[config.mk]
export PLATFORM = sky130hd
export DESIGN_NAME = clock_calendar_core
export DESIGN_NICKNAME = d
export VERILOG_FILES = /design/src/rtl/clock_calendar_core.sv
export SDC_FILE = /design/constraint.sdc
export NUM_CORES = 1
export LEC_CHECK = 0
export BUFFER_PORTS_ARGS = -buffer_cell sky130_fd_sc_hd__buf_2
export CAP_MARGIN = 25
export CORE_MARGIN = 2
export CORE_UTILIZATION = 63
export CTS_CLUSTER_DIAMETER = 100
export DETAILED_ROUTE_END_ITERATION = 6
export GPL_TIMING_DRIVEN = 0
export PLACE_DENSITY = 0.86
export SYNTH_ARGS = -nofsm -noshare
export SYNTH_HDL_FRONTEND = slang
export SYNTH_SLANG_ARGS = --single-unit
export TNS_END_PERCENT = 20
[constraint.sdc]
create_clock -name clk -period 9.7 [get_ports clk]
set_input_delay 1.455 -clock clk [delete_from_list [all_inputs] [get_ports clk]]
set_output_delay 1.455 -clock clk [all_outputs]
set_load 0.02 [all_outputs]
[src/rtl/clock_calendar_core.sv]
// rtl/clock_calendar_core.sv - BCD time-of-day and calendar counter with button-driven adjust mode
//
// Optional feature macro: LEAP_YEAR_EN. When defined, February has 29 days in Gregorian
// leap years. When undefined, February is always 28 days long.
//
// Ports:
//   clk        rising-edge system clock
//   rst        synchronous active-high reset
//   btn_mode   pulse, toggles adjust mode (dem_chinh)
//   btn_sel    pulse, advances the selected field while adjusting
//   btn_inc    pulse, increments the selected field while adjusting (no carry)
//   smh_dmy    0 = time group HH/MM/SS, 1 = date group DD/MO/YYYY is adjusted
//   bcd_ss/mm/hh/dd/mo   two-digit packed BCD outputs
//   bcd_yyyy   four-digit packed BCD year
//   dem_chinh  1 while adjust mode is active
//   blink_led  selected field: 00 none, 01 HH/DD, 10 MM/MO, 11 SS/YYYY

module clock_calendar_core #(
    parameter int CLK_HZ = 50000000
) (
    input  logic        clk,
    input  logic        rst,
    input  logic        btn_mode,
    input  logic        btn_sel,
    input  logic        btn_inc,
    input  logic        smh_dmy,
    output logic [7:0]  bcd_ss,
    output logic [7:0]  bcd_mm,
    output logic [7:0]  bcd_hh,
    output logic [7:0]  bcd_dd,
    output logic [7:0]  bcd_mo,
    output logic [15:0] bcd_yyyy,
    output logic        dem_chinh,
    output logic [1:0]  blink_led
);

    localparam int              PS_W    = (CLK_HZ > 1) ? $clog2(CLK_HZ) : 1;
    localparam logic [PS_W-1:0] PS_LAST = PS_W'(CLK_HZ - 1);

    typedef enum logic [1:0] {
        SEL_NONE   = 2'b00,
        SEL_FIRST  = 2'b01,
        SEL_SECOND = 2'b10,
        SEL_THIRD  = 2'b11
    } sel_e;

    sel_e            sel_q;
    logic            dem_chinh_q;
    logic [PS_W-1:0] ps_q, ps_d;
    logic [7:0]      ss_q, ss_d, mm_q, mm_d, hh_q, hh_d;
    logic [7:0]      dd_q, dd_d, mo_q, mo_d;
    logic [15:0]     yyyy_q, yyyy_d;
    logic            tick;
    logic            leap_cur, leap_new;
    logic [7:0]      mlen_cur, mlen_new;

    // Increment a two-digit BCD value, wrapping to 'first' once 'last' is reached.
    function automatic logic [7:0] bcd2_next(input logic [7:0] v, input logic [7:0] last,
                                             input logic [7:0] first);
        if (v >= last)
            return first;
        if (v[3:0] == 4'd9)
            return {v[7:4] + 4'd1, 4'd0};
        return {v[7:4], v[3:0] + 4'd1};
    endfunction

    // Four-digit BCD increment; 9999 naturally rolls to 0000.
    function automatic logic [15:0] bcd4_next(input logic [15:0] y);
        logic [15:0] r;
        logic        c;
        r = y;
        c = 1'b1;
        for (int i = 0; i < 4; i++) begin
            if (c) begin
                if (r[4*i +: 4] == 4'd9) begin
                    r[4*i +: 4] = 4'd0;
                end else begin
                    r[4*i +: 4] = r[4*i +: 4] + 4'd1;
                    c = 1'b0;
                end
            end
        end
        return r;
    endfunction

`ifdef LEAP_YEAR_EN
    // Two BCD digits divisible by 4: even tens need units 0/4/8, odd tens need 2/6.
    function automatic logic bcd_div4(input logic [7:0] b);
        if (b[4])
            return (b[3:0] == 4'd2) || (b[3:0] == 4'd6);
        return (b[3:0] == 4'd0) || (b[3:0] == 4'd4) || (b[3:0] == 4'd8);
    endfunction

    // Century years are leap only when the century digits are divisible by 4.
    function automatic logic is_leap(input logic [15:0] y);
        if (y[7:0] == 8'h00)
            return bcd_div4(y[15:8]);
        return bcd_div4(y[7:0]);
    endfunction
`endif

    function automatic logic [7:0] month_len(input logic [7:0] mo, input logic leap);
        case (mo)
            8'h04, 8'h06, 8'h09, 8'h11: return 8'h30;
            8'h02:                      return leap ? 8'h29 : 8'h28;
            default:                    return 8'h31;
        endcase
    endfunction

    always_comb begin
        ss_d   = ss_q;
        mm_d   = mm_q;
        hh_d   = hh_q;
        dd_d   = dd_q;
        mo_d   = mo_q;
        yyyy_d = yyyy_q;

`ifdef LEAP_YEAR_EN
        leap_cur = is_leap(yyyy_q);
`else
        leap_cur = 1'b0;
`endif
        mlen_cur = month_len(mo_q, leap_cur);

        // Prescaler is frozen at zero in adjust mode and restarts from zero on every mode toggle.
        tick = (ps_q == PS_LAST) && !dem_chinh_q;
        if (dem_chinh_q || btn_mode || (ps_q == PS_LAST))
            ps_d = '0;
        else
            ps_d = ps_q + PS_W'(1);

        if (tick) begin
            ss_d = bcd2_next(ss_q, 8'h59, 8'h00);
            if (ss_q >= 8'h59) begin
                mm_d = bcd2_next(mm_q, 8'h59, 8'h00);
                if (mm_q >= 8'h59) begin
                    hh_d = bcd2_next(hh_q, 8'h23, 8'h00);
                    if (hh_q >= 8'h23) begin
                        dd_d = bcd2_next(dd_q, mlen_cur, 8'h01);
                        if (dd_q >= mlen_cur) begin
                            mo_d = bcd2_next(mo_q, 8'h12, 8'h01);
                            if (mo_q >= 8'h12)
                                yyyy_d = bcd4_next(yyyy_q);
                        end
                    end
                end
            end
        end

        // Manual increments wrap within their own field; btn_mode suppresses them.
        if (dem_chinh_q && btn_inc && !btn_mode) begin
            case ({smh_dmy, sel_q})
                {1'b0, SEL_FIRST}:  hh_d   = bcd2_next(hh_q, 8'h23, 8'h00);
                {1'b0, SEL_SECOND}: mm_d   = bcd2_next(mm_q, 8'h59, 8'h00);
                {1'b0, SEL_THIRD}:  ss_d   = bcd2_next(ss_q, 8'h59, 8'h00);
                {1'b1, SEL_FIRST}:  dd_d   = bcd2_next(dd_q, mlen_cur, 8'h01);
                {1'b1, SEL_SECOND}: mo_d   = bcd2_next(mo_q, 8'h12, 8'h01);
                {1'b1, SEL_THIRD}:  yyyy_d = bcd4_next(yyyy_q);
                default: ;
            endcase
        end

        // A new month or year may be shorter than the current day; pull the day back in range.
`ifdef LEAP_YEAR_EN
        leap_new = is_leap(yyyy_d);
`else
        leap_new = 1'b0;
`endif
        mlen_new = month_len(mo_d, leap_new);
        if (dd_d > mlen_new)
            dd_d = mlen_new;
    end

    always_ff @(posedge clk) begin
        if (rst) begin
            ps_q   <= '0;
            ss_q   <= 8'h00;
            mm_q   <= 8'h00;
            hh_q   <= 8'h00;
            dd_q   <= 8'h01;
            mo_q   <= 8'h01;
            yyyy_q <= 16'h2000;
        end else begin
            ps_q   <= ps_d;
            ss_q   <= ss_d;
            mm_q   <= mm_d;
            hh_q   <= hh_d;
            dd_q   <= dd_d;
            mo_q   <= mo_d;
            yyyy_q <= yyyy_d;
        end
    end

    // Mode/selection state machine; btn_mode has priority over btn_sel.
    always_ff @(posedge clk) begin
        if (rst) begin
            dem_chinh_q <= 1'b0;
            sel_q       <= SEL_NONE;
        end else if (btn_mode) begin
            dem_chinh_q <= !dem_chinh_q;
            sel_q       <= dem_chinh_q ? SEL_NONE : SEL_FIRST;
        end else if (dem_chinh_q && btn_sel) begin
            case (sel_q)
                SEL_FIRST:  sel_q <= SEL_SECOND;
                SEL_SECOND: sel_q <= SEL_THIRD;
                default:    sel_q <= SEL_FIRST;
            endcase
        end
    end

    assign bcd_ss    = ss_q;
    assign bcd_mm    = mm_q;
    assign bcd_hh    = hh_q;
    assign bcd_dd    = dd_q;
    assign bcd_mo    = mo_q;
    assign bcd_yyyy  = yyyy_q;
    assign dem_chinh = dem_chinh_q;
    assign blink_led = sel_q;

endmodule

==> results.py <==
metrics = {
    "power_and_ir_drop": {
        "power.net_switching_w": 0.000169,
        "seqPwrFrac_pct": 54.4,
        "combPwrFrac_pct": 6.7,
        "internal_power_w": 0.000488,
        "ir_drop_mv": 0.0886,
        "p_clk_share_pct": 38.9,
        "p_leak_nw": 2.18,
        "power-per-cell-area_mw_per_mm2": 119,
        "switching_share_pct": 25.8,
    },
    "global_routing": {
        "grt_usage_pct": 28.4,
        "grt_pass1_wl_um": 19500,
        "grt_max_degree": 16,
        "busiest_layer": "met2",
        "use_met3_pct": 5.26,
        "groute.layer.met1.usage_pct": 35.5,
        "grt_use_met2_pct": 48.0,
        "grt_overflow_total": 0,
        "grt_antenna_before_repair": 0,
        "grt_pass1_vias": 4334,
    },
    "status": {
        "outcome": "completed",
    },
    "placement": {
        "place_hpwl_um": 8720,
        "gp_congestion": 0.854,
        "place_area_mm2": 0.00534,
        "io_buffers": 63,
        "pre_cts_ws_ns": 4.83,
    },
    "timing": {
        "setup_violations": 0,
        "finalCritPeriodShare_pct": 51.5,
        "fin_ws_ns": 4.70,
        "drv_slew": 0,
        "relSlewSlack_pct": 33.8,
        "hold_viol_final": 0,
        "fmax_ghz": 0.200,
        "grt_setup_unrepaired": "no",
        "period_minus_slack_ns": 5.00,
        "fin_setup_tns_ns": 0,
        "tightest_slew_ns": 0.984,
        "finalClockSkew_ns": 0.0144,
    },
    "layout": {
        "drive_above_1_share_pct": 14.5,
        "antenna_cells": 0,
        "final_cell_area_mm2": 0.00554,
        "final-seq-area_mm2": 0.00170,
        "area_growth_pct": 13.2,
        "multi_input_area_mm2": 0.00299,
        "finalNetCount": 724,
        "fillers": 622,
    },
    "run": {
        "maxCapViolations": 0,
    },
    "synth": {
        "avgSynthCellArea_um2": 7.95,
        "ys_seq_elements": 85,
        "netlist_area_mm2": 0.00490,
        "ys.flop_type": "dfxtp_1",
        "synth_edf_count": 0,
        "async_reset_ff_share_pct": 0,
        "synthCells": 616,
        "ys_warn_count": 0,
        "synth_cell_types": 69,
        "yosysMostFrequentCell": "nor2_1",
        "yosysTopAreaCellShare_pct": 34.7,
        "synth.area.top_cells": "dfxtp_1, ha_1, nor2_1, a21oi_1, nand2_1",
        "seq_area_frac_synth_pct": 34.7,
        "synth_largest_area_cell": "dfxtp_1",
        "synth_commonest_cells": "nor2_1, dfxtp_1, nand2_1, a21oi_1, o21ai_0",
    },
    "setup_path": {
        "cp.arrival_ns": 5.23,
        "crit_path_max_incr_delay_ns": 0.55,
        "cp_slowest_cell": "nor2_1",
        "critPathMostFrequentCell": "ha_1",
        "required_ns": 9.93,
        "worst-setup-path-type": "reg -> reg",
        "critPathMaxFanout": 10,
        "r2r_slack_ns": 4.70,
        "cp_cell_sequence": "inv_1 > ha_1 > nor3b_1 > o21ai_0 > o21ai_0 > nand2_1 > ha_1 > nor4b_1 > nor2_1 > nor2_1 > nor4_1 > o32a_1 > or3_1 > a21oi_1 > o21ai_1 > ha_1 > a32oi_1 > o221a_2 > nand2b_1 > a41oi_1",
        "worstSetupEndpointType": "flop",
        "worstSetupStartpointType": "flop",
    },
    "die": {
        "rows": 32,
        "die_y_um": 92.2,
        "start_util_pct": 64.0,
        "core_mm2": 0.00765,
        "die-width_um": 92.2,
        "pin_count": 65,
        "die_area_mm2": 0.00849,
    },
    "clock_tree": {
        "cts.clk_slew.worst_paths_ns": 0.09,
        "cts.htree.levels": 3,
        "cts_buffers": 9,
        "clockBufferDepth": 2,
        "clk_latency_ns": 0.36,
        "cts_tree": "built",
        "cts.sinks": 85,
        "cts_setup_buffers": 0,
        "root_buffer": "clkbuf_8",
        "ctsResizeCount": 0,
        "cts_hold_buf": 0,
    },
    "min_path": {
        "worstHoldPathType": "reg -> reg",
    },
    "detailed_routing": {
        "drt_iter0_markers": 303,
        "vias_per_cell": 5.95,
        "drtAntennaViolNets": 0,
        "routed_wl_um": 11900,
        "wire_per_inst_um": 14.9,
        "dr.pass1.iters": 7,
        "drc": 0,
        "via_count": 4745,
    },
}
## power groups by stage
stage,Clock [W],Sequential (W),Combinational [W]
finish,0.000255,0.000357,0.0000443
global route,0.000272,0.000358,0.0000485
CTS,0.000258,0.000357,0.0000434
detailed placement,0,0.000365,0.0000432
global placement,0,0.000365,0.0000415
floorplan,0,0.000369,0.0000250
## critical path, delay by kind of cell, from the launching register on
family / cells / cell delay (ns)
AO/OA/AOI/OAI: 8 / 1.58
adder cells (fa/ha/maj): 3 / 0.77
buffers and inverters: 1 / 0.12
flip-flops: 1 / 0.37
AND/OR/NAND/NOR: 8 / 2.02
## layout by cell type (no fill, tap or decap), types with 8 or more instances in the layout
cell type,n
nand2_1,51
ha_1,27
dfxtp_1,85
nand4_1,8
a21oi_1,43
and3_1,10
clkbuf_8,9
o21ai_0,38
buf_2,65
nand3_1,26
nor3_1,18
xor2_1,14
xnor2_1,15
and2_1,10
inv_1,23
clkbuf_1,22
nor2_1,89
or3_1,10
## per-layer routing
metal | wire length (µm) | vias up
met2 | 5650 | 152
met5 | 0 | -
met3 | 760 | 24
met4 | 246 | 0
met1 | 5240 | 2224
li1 | - | 2345
## path summary, 6_finish.rpt
check        startpoint         to  depth (start not counted)
min           bcd_hh[7]  bcd_hh[7]                          1
max reg2reg   bcd_mo[4]  bcd_dd[4]                         20
min reg2reg   bcd_hh[7]  bcd_hh[7]                          1
max           bcd_mo[4]  bcd_dd[4]                         20
## state kept, by name, indices dropped and copies added, names as in the netlist, 2 cells and up
| signal | cells |
|---|---|
| ps_q | 26 |
| bcd_yyyy | 16 |
| bcd_dd | 8 |
| bcd_hh | 8 |
| bcd_mm | 8 |
| bcd_mo | 8 |
| bcd_ss | 8 |
| blink_led | 2 |
## stage by stage
| step | cells | hold slack (ns) | util (%) | total power (W) |
|---|---|---|---|---|
| CTS | 798 | 0.480 | 72.5 | 0.000659 |
| detailed placement | 782 | 0.468 | 69.9 | 0.000409 |
| global placement | 782 | 0.456 | 69.9 | 0.000407 |
| finish | 798 | 0.482 | 72.5 | 0.000657 |
| floorplan | 617 | 0.438 | - | 0.000394 |
| global route | 798 | 0.508 | 72.5 | 0.000678 |
## area by class of cell
cell class	count	share of cell area [%]
multi-input cells	480	53.9
clock inverters	6	1.29
inverters	25	1.69
plain buffers	27	2.14
clock buffers	10	2.30
well taps	102	2.30
flip-flops and latches	85	30.7
repair buffers	63	5.69
## cell families (layout without fill, tap and decap cells)
group,after synthesis,in the layout,synth area share (%)
AOI/OAI and AO/OA,131,131,16.9
xor gates and xnor gates,29,29,5.19
adders and majority gates,27,27,6.90
buffers and inverters,52,131,4.34
DFF,85,85,34.7
muxes,8,8,1.69
other,1,2,0.0766
and+or+nand+nor,283,283,30.2
Power figures use the tool's default switching activity.
